File: src/rtl/adder_tree_pkg.sv
// rtl/adder_tree_pkg.sv - shared widths, accumulator states and operand extension for the adder tree
package adder_tree_pkg;

  localparam int NUM_LANES = 4;
  localparam int IN_W      = 10;
  localparam int MAX_LEN   = 16;
  localparam int LEN_W     = $clog2(MAX_LEN + 1);
  localparam int ACC_W     = IN_W + $clog2(MAX_LEN);

  typedef enum logic [1:0] {
    IDLE,
    ACCUM,
    OUTPUT
  } acc_state_e;

  // val holds a width-bit operand in its low bits; the upper bits are rebuilt from the mode
  function automatic logic [ACC_W-1:0] ext_operand(input logic [ACC_W-1:0] val,
                                                   input int               width,
                                                   input logic             is_signed);
    logic [ACC_W-1:0] r;
    logic             fill;
    fill = is_signed & val[width-1];
    for (int i = 0; i < ACC_W; i++) begin
      r[i] = (i < width) ? val[i] : fill;
    end
    return r;
  endfunction

endpackage

File: src/rtl/tree_output_accumulator_acc_lane.sv
// rtl/tree_output_accumulator_acc_lane.sv - one lane: operand extension, adder and accumulator register
module acc_lane
  import adder_tree_pkg::*;
(
  input  logic             clk_i,
  input  logic             rst_i,
  input  logic             load_i,
  input  logic             add_i,
  input  logic             is_signed_i,
  input  logic [IN_W-1:0]  din_i,
  output logic [ACC_W-1:0] acc_o
);

  logic [ACC_W-1:0] operand;
  logic [ACC_W-1:0] sum;
  logic [ACC_W-1:0] acc_q;

  assign operand = ext_operand({{(ACC_W-IN_W){1'b0}}, din_i}, IN_W, is_signed_i);
  assign sum     = acc_q + operand;

  always_ff @(posedge clk_i or posedge rst_i) begin
    if (rst_i) begin
      acc_q <= '0;
    end else if (load_i) begin
      acc_q <= operand;
    end else if (add_i) begin
      acc_q <= sum;
    end
  end

  assign acc_o = acc_q;

endmodule

File: src/rtl/tree_output_accumulator.sv
// rtl/tree_output_accumulator.sv - accumulates len beats of per-lane tree sums into wide results
module tree_output_accumulator
  import adder_tree_pkg::*;
(
  input  logic                       clk_i,
  input  logic                       rst_i,
  input  logic                       in_valid_i,
  output logic                       in_ready_o,
  input  logic [NUM_LANES*IN_W-1:0]  data_i,
  input  logic                       sign_unsign_ni,
  input  logic [LEN_W-1:0]           len_i,
  output logic                       out_valid_o,
  input  logic                       out_ready_i,
  output logic [NUM_LANES*ACC_W-1:0] data_o,
  output logic                       busy_o
);

  acc_state_e       state_q, state_d;
  logic [LEN_W-1:0] count_q, count_d;
  logic [LEN_W-1:0] len_q, len_d;
  logic             sign_q, sign_d;
  logic [LEN_W-1:0] len_eff;
  logic [LEN_W-1:0] count_inc;
  logic             in_fire;
  logic             load;
  logic             add;
  logic             lane_sign;

  always_comb begin
    len_eff = len_i;
    if (len_i == '0) begin
      len_eff = LEN_W'(1);
    end else if (len_i > LEN_W'(MAX_LEN)) begin
      len_eff = LEN_W'(MAX_LEN);
    end
  end

  assign in_ready_o  = (state_q != OUTPUT);
  assign out_valid_o = (state_q == OUTPUT);
  assign busy_o      = (state_q != IDLE);
  assign in_fire     = in_valid_i && in_ready_o;
  assign load        = in_fire && (state_q == IDLE);
  assign add         = in_fire && (state_q == ACCUM);
  assign count_inc   = count_q + LEN_W'(1);
  // First beat uses the live mode; later beats use the mode latched with it
  assign lane_sign   = (state_q == IDLE) ? sign_unsign_ni : sign_q;

  always_ff @(posedge clk_i or posedge rst_i) begin
    if (rst_i) begin
      state_q <= IDLE;
      count_q <= '0;
      len_q   <= '0;
      sign_q  <= 1'b0;
    end else begin
      state_q <= state_d;
      count_q <= count_d;
      len_q   <= len_d;
      sign_q  <= sign_d;
    end
  end

  always_comb begin
    state_d = state_q;
    count_d = count_q;
    len_d   = len_q;
    sign_d  = sign_q;
    unique case (state_q)
      IDLE: begin
        if (in_fire) begin
          len_d   = len_eff;
          sign_d  = sign_unsign_ni;
          count_d = LEN_W'(1);
          state_d = (len_eff == LEN_W'(1)) ? OUTPUT : ACCUM;
        end
      end
      ACCUM: begin
        if (in_fire) begin
          count_d = count_inc;
          if (count_inc == len_q) begin
            state_d = OUTPUT;
          end
        end
      end
      OUTPUT: begin
        if (out_ready_i) begin
          state_d = IDLE;
        end
      end
      default: state_d = IDLE;
    endcase
  end

  for (genvar l = 0; l < NUM_LANES; l++) begin : g_lane
    acc_lane u_lane (
      .clk_i       (clk_i),
      .rst_i       (rst_i),
      .load_i      (load),
      .add_i       (add),
      .is_signed_i (lane_sign),
      .din_i       (data_i[l*IN_W +: IN_W]),
      .acc_o       (data_o[l*ACC_W +: ACC_W])
    );
  end

endmodule

File: config.mk
export PLATFORM = sky130hd
export DESIGN_NAME = tree_output_accumulator
export DESIGN_NICKNAME = d
export VERILOG_FILES = /design/src/rtl/adder_tree_pkg.sv /design/src/rtl/tree_output_accumulator_acc_lane.sv /design/src/rtl/tree_output_accumulator.sv
export SDC_FILE = /design/constraint.sdc
export NUM_CORES = 1
export LEC_CHECK = 0
export ABC_AREA = 1
export CORE_MARGIN = 4
export CORE_UTILIZATION = 58
export DETAILED_ROUTE_END_ITERATION = 8
export PLACE_DENSITY_LB_ADDON = 0.1
export SLEW_MARGIN = 20
export SYNTH_ARGS = -nofsm -noshare
export SYNTH_HDL_FRONTEND = slang
export SYNTH_HIERARCHICAL = 1
export SYNTH_SLANG_ARGS = --single-unit
File: constraint.sdc
create_clock -name clk_i -period 5.55 [get_ports clk_i]
set_input_delay 1.11 -clock clk_i [delete_from_list [all_inputs] [get_ports clk_i]]
set_output_delay 1.11 -clock clk_i [all_outputs]
set_load 0.02 [all_outputs]
==> reports/metrics.cfg, run 1 <==
[timing]
period_needed_ps=3060
hold_viol=0
finalSetupViolations=0
finalCritPeriodShare_pct=55.2
final-max-slew-violation-count=0
setup_ws_ps=2490
finalClockSkew_ps=12.0
worstMarginPinSlew_ps=975
clock.fmax_mhz=327
setup-tns-final_ps=0
slew_headroom_pct=34.8
rsz0062_at_grt=false

[cells_and_area]
syn_to_final_growth_pct=23.2
fin_util_pct=74.4
n_fill_cell=886
diodes=0
final_cells=1133
fin_nets=1091
final_cell_mix=300 x nand2_1, 108 x clkdlybuf4s50_1, 93 x nand3_1
drive_gt1_share_pct=7.40
finish.instance_area_um2=7410
final_common_cell=nand2_1

[place]
dpl.hpwl_um=11200
dp.cells=1118
pre_cts_slack_ps=2160
placed_area_um2=7240
gp_congestion=0.907
portBuffers=108

[worst_setup_path]
startpoint=in_valid_i
critPathMaxFanout=42
endpoint=g_lane[3].u_lane/acc_o[9]
timing.rr.end=g_lane[3].u_lane/acc_o[9]
crit_arrival_ps=3290
crit_required_ps=5780
critical_path_class=input pin to flop
rrSetupSlack_ps=3110
end_kind=flop
r2r_cells=6
critPathLaunchType=input pin
r2r_start=state_q[1]

[yosys]
synth_top_family_by_area=simple AND/OR/NAND/NOR gates
synthSimpleGateAreaFrac_pct=38.8
synth_warnings=6
synth-compound-area-share_pct=11.6
synth_area_um2=6020
synthAdderAreaFrac_pct=9.86
synth_top_area_cell=dfrtp_1
synthDistinctLibCells=36
ys_seq_area_share_pct=28.7
avgSynthCellArea_um2=6.80
netlist_top_cells_area=dfrtp_1 29%, nand2_1 19%, ha_1 8.5%
synth-edff-count=0
synthMuxAreaShare_pct=0
synth_top_area_share_pct=28.7
synthArstFlopShare_pct=100
synthCells=885
ys_ff_latch=69
synth-xor-area-share_pct=3.99
syn_nets=980
yosys_most_used_dff=dfrtp_1

[clock_tree]
cts_buffers=9
cts.clk_slew.worst_paths_ps=80
cts_setup_buffers=0
worstSkewPairLatency_ps=360
cts_hold_buf=0
cts.repair.resized=0
cts_max_path_buffers=2
clkSinkCount=69
cts_tree=built
clockRootBuffer=clkbuf_8
cts_max_level=3

[floorplan]
rows=36
chipHeight_um=110
fp.dieArea_um2=12100
pin_count=109
fp.coreArea_um2=9950
fp.dieW_um=110
start_util_pct=60.4

[drt]
dr_wl_met2_um=6950
vias_per_cell=5.32
routed_wl_um=14700
vias=6029
dr_wl_met3_um=869
drc_errors=0
wl_met1_um=6800
maxUsedRoutingLayer=met4
drt_first_pass_iters=6
drtIter0Drc=322
postRouteAntennaNets=0
wl_per_cell_um=13.0

[global_route]
grt_max_degree=43
antenna_found_initial=0
grt_pass1_vias=5795
grt_usage_pct=26.2
grt_remaining_overflow=0
grt_pass1_wl_um=25600

[pwr]
leakage_uw=0.00376
ir_drop_v=0.000307
p_per_area_nw_per_um2=582

[status]
status=finished clean

[worst_hold_path]
min_path_type=flop to flop
min-delay-start=g_lane[1].u_lane/acc_o[7]

[job]
drv_cap=0

critical path, stage by stage:
cell	delay, ps
clkdlybuf4s50_1	530
inv_1	120
nor2_8	640
nor2_1	450
a22oi_1	310
o21ai_1	130
sequential cells by signal, summed over array words and instances (netlist names):
name and flops:
len_q 5, sign_q 1, count_q 5, g_lane.u_lane/acc_o 56, state_q 2
area by class of cell:
type	instances	area [µm²]	area share, %
sequential	69	1730	23.3
tap	133	166	2.25
inverter	103	387	5.22
clock buffer	13	139	1.87
multi-input combinational	704	3870	52.2
clock inverter	2	35.0	0.473
timing repair buffer	109	1090	14.7
cell usage after synthesis (16+ instances only):
cell type	n
nand2_2	18
o21ai_0	30
a22oi_1	16
dfrtp_1	69
nor2_1	67
xnor2_1	16
o21ai_1	19
inv_1	85
nand2_1	300
nand3_1	93
a21oi_1	25
ha_1	41
inv_2	18
metrics by stage:
stage	hold slack [ps]	total power, µW
floorplan	497	3040
global placement	518	3840
detailed placement	518	3900
CTS	536	4320
global route	569	4750
finish	537	4310
how the worst min path moves through the flow:
stage | end | depth (start not counted)
after CTS | g_lane[0].u_lane/acc_o[8] | 2
final | g_lane[1].u_lane/acc_o[7] | 2
after floorplan | len_q[3] | 1
after global placement | g_lane[0].u_lane/acc_o[0] | 2
after detailed placement | g_lane[2].u_lane/acc_o[8] | 2
after global routing | len_q[3] | 1
routing by layer:
metal / global-route usage, % / up-vias
met1: 35.2 / 2745
met5: 0 / -
met4: 8.01 / 0
met2: 43.9 / 160
met3: 3.46 / 12
li1: - / 3112
cell families after synthesis:
| logic type | count (synthesis) |
|---|---|
| fa+ha+maj | 45 |
| simple gates | 516 |
| xor+xnor | 24 |
| compound gates | 119 |
| buf+inv | 112 |
| flops | 69 |
where the power goes:
part	internal, µW	total, µW	switching [µW]
clock	206	399	194
sequential	737	954	218
combinational	1180	2960	1780
Power figures use the tool's default switching activity.
==> inputs of run 2 (changes only) <==
--- a/config.mk
+++ b/config.mk
@@ -7,7 +7,7 @@
 export LEC_CHECK = 0
 export ABC_AREA = 1
 export CORE_MARGIN = 4
-export CORE_UTILIZATION = 58
+export CORE_UTILIZATION = 49
 export DETAILED_ROUTE_END_ITERATION = 8
 export PLACE_DENSITY_LB_ADDON = 0.1
 export SLEW_MARGIN = 20
==> constraint.sdc (replaced) <==
create_clock -name clk_i -period 2.62 [get_ports clk_i]
set_input_delay 0.524 -clock clk_i [delete_from_list [all_inputs] [get_ports clk_i]]
set_output_delay 0.524 -clock clk_i [all_outputs]
set_load 0.02 [all_outputs]
==> reports/metrics.cfg, run 2 (synthesis results as in run 1) <==
[global_route]
grt_pass1_wl_um=26100  ; +2.2%
grt_usage_pct=22.2  ; -4.0 points
grt_pass1_vias=5712  ; -1.4%
antenna_found_initial=0  ; unchanged
grt_remaining_overflow=0  ; unchanged
grt_max_degree=44  ; +2.3%

[clock_tree]
cts_max_path_buffers=2  ; unchanged
cts.repair.resized=0  ; unchanged
cts_hold_buf=0  ; unchanged
cts_tree=built
cts.clk_slew.worst_paths_ps=60  ; -20 ps
clockRootBuffer=clkbuf_16
cts_buffers=9  ; unchanged
cts_setup_buffers=0  ; unchanged
worstSkewPairLatency_ps=340  ; -20 ps
cts_max_level=3  ; unchanged
clkSinkCount=69  ; unchanged

[worst_setup_path]
crit_arrival_ps=2500  ; -790 ps
critical_path_class=input pin to flop
crit_required_ps=2900  ; -2880 ps
critPathMaxFanout=12  ; -71%
end_kind=flop
r2r_cells=11  ; +5
critPathLaunchType=input pin

[drt]
maxUsedRoutingLayer=met4
postRouteAntennaNets=0  ; unchanged
dr_wl_met2_um=6860  ; -1.3%
wl_met1_um=7560  ; +11%
drc_errors=0  ; unchanged
routed_wl_um=15200  ; +3.1%
dr_wl_met3_um=583  ; -33%
drt_first_pass_iters=5  ; -1
wl_per_cell_um=13.1  ; +0.98%
vias=5972  ; -0.95%
drtIter0Drc=370  ; +15%
vias_per_cell=5.16  ; -3.0%

[place]
gp_congestion=0.910  ; +0.33%
dpl.hpwl_um=11700  ; +4.8%
portBuffers=108  ; unchanged
dp.cells=1142  ; +2.1%

[cells_and_area]
n_fill_cell=1122  ; +27%
syn_to_final_growth_pct=26.7
final_common_cell=nand2_1
ff_latch_area_um2=1730  ; unchanged
final_cells=1157  ; +2.1%
fin_nets=1101  ; +0.92%
largest_register_ffs=56  ; unchanged
drive_gt1_share_pct=8.51  ; +1.1 points
diodes=0  ; unchanged
final_cell_mix=300 x nand2_1, 108 x clkdlybuf4s50_1, 93 x nand3_1
multi_input_area_um2=3870  ; unchanged

[pwr]
p_per_area_nw_per_um2=1250  ; +120%
ir_drop_v=0.000596  ; +94%
leakage_uw=0.00387  ; +2.8%

[floorplan]
rows=40  ; +11%
fp.coreArea_um2=12000  ; +21%
chipHeight_um=119  ; +8.2%
pin_count=109  ; unchanged
fp.dieArea_um2=14100  ; +17%
start_util_pct=50.1  ; -10 points
fp.dieW_um=119  ; +8.2%

[timing]
finalClockSkew_ps=4.67  ; -7.29 ps
slew_headroom_pct=36.8  ; +2.1 points
clock.fmax_mhz=449
finalSetupViolations=0  ; unchanged
worstMarginPinSlew_ps=944  ; -31.0 ps
setup-tns-final_ps=0  ; unchanged
period_needed_ps=2220
final-max-slew-violation-count=0  ; unchanged
rsz0062_at_grt=false
hold_viol=0  ; unchanged
finalCritPeriodShare_pct=84.9

[job]
drv_cap=0  ; unchanged

[worst_hold_path]
hold_depth=2  ; unchanged
min_path_type=flop to flop

[status]
status=finished clean

[run 2: cell types whose count changed in the layout (fill, tap and decap cells not counted)]
cell       change
buf_4          +9
bufinv_16      -1
clkbuf_1       -2
clkbuf_16      +9
clkbuf_8       -6
buf_12         +1
[run 2: worst max-delay path, cell delays in order]
cell and delay [ps]:
clkdlybuf4s50_1 450, inv_1 160, nor2_8 70, nor2_1 720
inv_1 180, o21ai_0 260, inv_1 70, nand2_1 60
[run 2: final timing paths]
| path | from | to | slack [ps] |
|---|---|---|---|
| worst min-delay path | g_lane[1].u_lane/acc_o[7] | g_lane[1].u_lane/acc_o[7] | 520 |
| min in group asynchronous | rst_i | sign_q | 740 |
| max in group asynchronous | rst_i | g_lane[0].u_lane/acc_o[6] | 1420 |
| worst max-delay path | in_valid_i | g_lane[0].u_lane/acc_o[12] | 400 |
| worst min register to register | g_lane[1].u_lane/acc_o[7] | g_lane[1].u_lane/acc_o[7] | 520 |
| worst max register to register | state_q[0] | g_lane[1].u_lane/acc_o[11] | 410 |
[run 2: area by class of cell]
type / count / share of cell area, %
clock buffers: 14 / 3.60
multi-input cells: 704 / 50.8
inverters: 103 / 5.07
flip-flops and latches: 69 / 22.7
well taps: 147 / 2.41
clock inverters: 1 / 0.0657
repair buffers: 119 / 15.4
[run 2: metal layers]
layer  GRT usage (%)  up-vias
met2            36.0      107
met5               0        -
li1                -     3131
met1            30.1     2719
met4            5.94        0
met3            4.70       15
[run 2: report_power, final]
| part | leakage, µW | total (µW) | switching (µW) | internal [µW] |
|---|---|---|---|---|
| clock | 0.000139 | 1150 | 437 | 712 |
| combinational | 0.00286 | 6390 | 3810 | 2580 |
| sequential | 0.000867 | 2010 | 448 | 1560 |
| total | 0.00387 | 9550 | 4700 | 4850 |
[run 2: through the flow]
step                      instance area [µm²]  total power [µW]  setup slack, ps  utilization [%]  hold slack (ps)
after floorplan                          6020              6430              435                -              401
after global placement                   7340              8340              127             61.1              514
after detailed placement                 7340              8380             92.3             61.1              518
after CTS                                7620              9610              371             63.4              526
after global routing                     7620             10500              161             63.4              546
final                                    7620              9550              395             63.4              522
==> inputs of run 3 (changes only) <==
==> constraint.sdc (replaced) <==
create_clock -name clk_i -period 1.83 [get_ports clk_i]
set_input_delay 0.366 -clock clk_i [delete_from_list [all_inputs] [get_ports clk_i]]
set_output_delay 0.366 -clock clk_i [all_outputs]
set_load 0.02 [all_outputs]
==> reports/metrics.cfg, run 3 (synthesis results as in run 1) <==
[status]
status=finished with violations
violations=setup timing

[pwr]
ir_drop_v=0.00109  ; +83%
p_per_area_nw_per_um2=1820  ; +45%
p_total_uw=16300  ; +71%
leakage_uw=0.00458  ; +18%

[floorplan]
fp.dieW_um=119  ; unchanged
start_util_pct=50.1  ; unchanged
fp.coreArea_um2=12000  ; unchanged
fp.dieArea_um2=14100  ; unchanged
chipHeight_um=119  ; unchanged
rows=40  ; unchanged
pin_count=109  ; unchanged

[clock_tree]
cts_tree=built
cts_max_path_buffers=2  ; unchanged
cts_max_level=3  ; unchanged
cts_buffers=9  ; unchanged
clkSinkCount=69  ; unchanged
cts.clk_slew.worst_paths_ps=50  ; about the same
cts_hold_buf=0  ; unchanged
clockRootBuffer=clkbuf_16
worstSkewPairLatency_ps=340  ; about the same

[global_route]
gr-usage-met1_pct=31.3  ; +1.2 points
grt_remaining_overflow=0  ; unchanged
grt_pass1_wl_um=28200  ; +7.7%
antenna_found_initial=0  ; unchanged
met3_usage_pct=3.80  ; -0.90 points
grt_max_degree=15  ; -66%
grt_usage_pct=23.8  ; +1.6 points
grt_pass1_vias=6337  ; +11%
met2_usage_pct=40.0  ; +3.9 points
grt-busiest-layer=met2

[worst_setup_path]
crit_arrival_ps=2150  ; -350 ps
crit_chain=nor2_4 -> nand2_4 -> o21ai_4 -> buf_12 -> nand2_4 -> xor2_4 -> nand2_2 -> nor2_1 -> nand2_1 -> nand2_1 -> nand2_1 -> nand3_2 -> nand2_1
critPathMaxFanout=6  ; -6
path_common_cell=nand2_1
critical_path_class=flop to flop
critPathLaunchType=flop
crit_path_top_delay_cell=dfrtp_1
crit_required_ps=2050  ; -850 ps
end_kind=flop
slowest_delay_ps=410  ; -310 ps

[cells_and_area]
syn_to_final_growth_pct=49.2
largest_register_ffs=56  ; unchanged
drive_gt1_share_pct=24.4  ; +16 points
final_cell_mix=280 x nand2_1, 139 x buf_4, 99 x clkdlybuf4s50_1
fin_nets=1237  ; +12%
final_common_cell=nand2_1
diodes=0  ; unchanged

[timing]
period_needed_ps=1930
setup_ws_ps=-98.4  ; -494 ps
rsz0062_at_grt=true
finalClockSkew_ps=4.37  ; -0.293 ps
clock.fmax_mhz=519
worstMarginPinSlew_ps=521  ; -423 ps
holdWs_ps=314  ; -208 ps
slew_headroom_pct=65.2  ; +28 points
finalSetupViolations=4  ; +4
final-max-slew-violation-count=0  ; unchanged
hold_viol=0  ; unchanged
finalCritPeriodShare_pct=105

[drt]
wl_per_cell_um=13.4  ; +1.7%
drc_errors=0  ; unchanged
routed_wl_um=17300  ; +14%
drtIter0Drc=470  ; +27%
drt_first_pass_iters=6  ; +1
vias_per_cell=5.21  ; +1.0%
vias=6742  ; +13%
postRouteAntennaNets=0  ; unchanged

[worst_hold_path]
min_path_type=input pin to flop

[place]
portBuffers=108  ; unchanged
gp_congestion=0.888  ; -2.4%
dpl.hpwl_um=12600  ; +7.6%

[job]
drv_cap=0  ; unchanged

[run 3: cell count changes in the layout (fill, tap and decap cells not counted), sizes merged, moves of 2 or more]
cell / previous run / this run
buf: 11 / 146
clkdlybuf4s50: 108 / 99
dlymetal6s2s: 0 / 5
clkdlybuf4s15: 0 / 2
[run 3: worst paths after layout]
path	from	endpoint	slack, ps	cells after the start
setup / recovery	state_q[0]	g_lane[3].u_lane/acc_o[11]	-100	13
hold / removal	data_i[10]	g_lane[1].u_lane/acc_o[0]	310	3
setup reg to reg	state_q[0]	g_lane[3].u_lane/acc_o[11]	-100	13
hold reg to reg	g_lane[3].u_lane/acc_o[7]	g_lane[3].u_lane/acc_o[7]	530	2
max in group asynchronous	rst_i	count_q[4]	950	2
min in group asynchronous	rst_i	g_lane[1].u_lane/acc_o[13]	480	3
[run 3: report_power, final]
part           switching (µW)  leakage (µW)  internal [µW]
Combinational            6290       0.00359           5490
Clock                     655      0.000129            944
Sequential                688      0.000863           2250
[run 3: layout make-up]
cell class | count | area, µm²
Multi-Input combinational cell | 706 | 4210
Fill cell | 952 | 3030
Timing Repair Buffer | 253 | 2210
Sequential cell | 69 | 1730
Inverter | 103 | 387
Clock buffer | 13 | 250
Tap cell | 147 | 184
Clock inverter | 2 | 10.0
[run 3: critical path: cells and delay by family (launching register included)]
kind                      cells  cell delay [ps]
AOI/OAI and AO/OA             1               70
xor gates and xnor gates      1              210
buffers and inverters         1              150
DFF                           1              410
and+or+nand+nor              10              980
[run 3: through the flow]
stage	std cells	TNS [ps]	area [µm²]	util, %	setup WS [ps]
floorplan	885	0	6050	-	11.2
global placement	1259	-12300	8240	68.6	-410
detailed placement	1259	-13430	8240	68.6	-449
CTS	1278	-180	8630	71.8	-69.0
global route	1293	-2080	8980	74.8	-249
finish	1293	-263	8980	74.8	-98.4
[run 3: repair_timing]
action                                  4_1_cts  5_1_grt
setup buffers                                 3       14
gates resized for setup                      27       62
pin swaps                                     6       23
endpoints found under the setup margin       24       37
gates cloned                                  1        1
[run 3: per-layer routing]
| layer | up-vias | routed length (µm) |
|---|---|---|
| li1 | 3424 | - |
| met1 | 3096 | 7840 |
| met2 | 189 | 8280 |
| met3 | 33 | 801 |
| met4 | 0 | 374 |
| met5 | - | 0 |
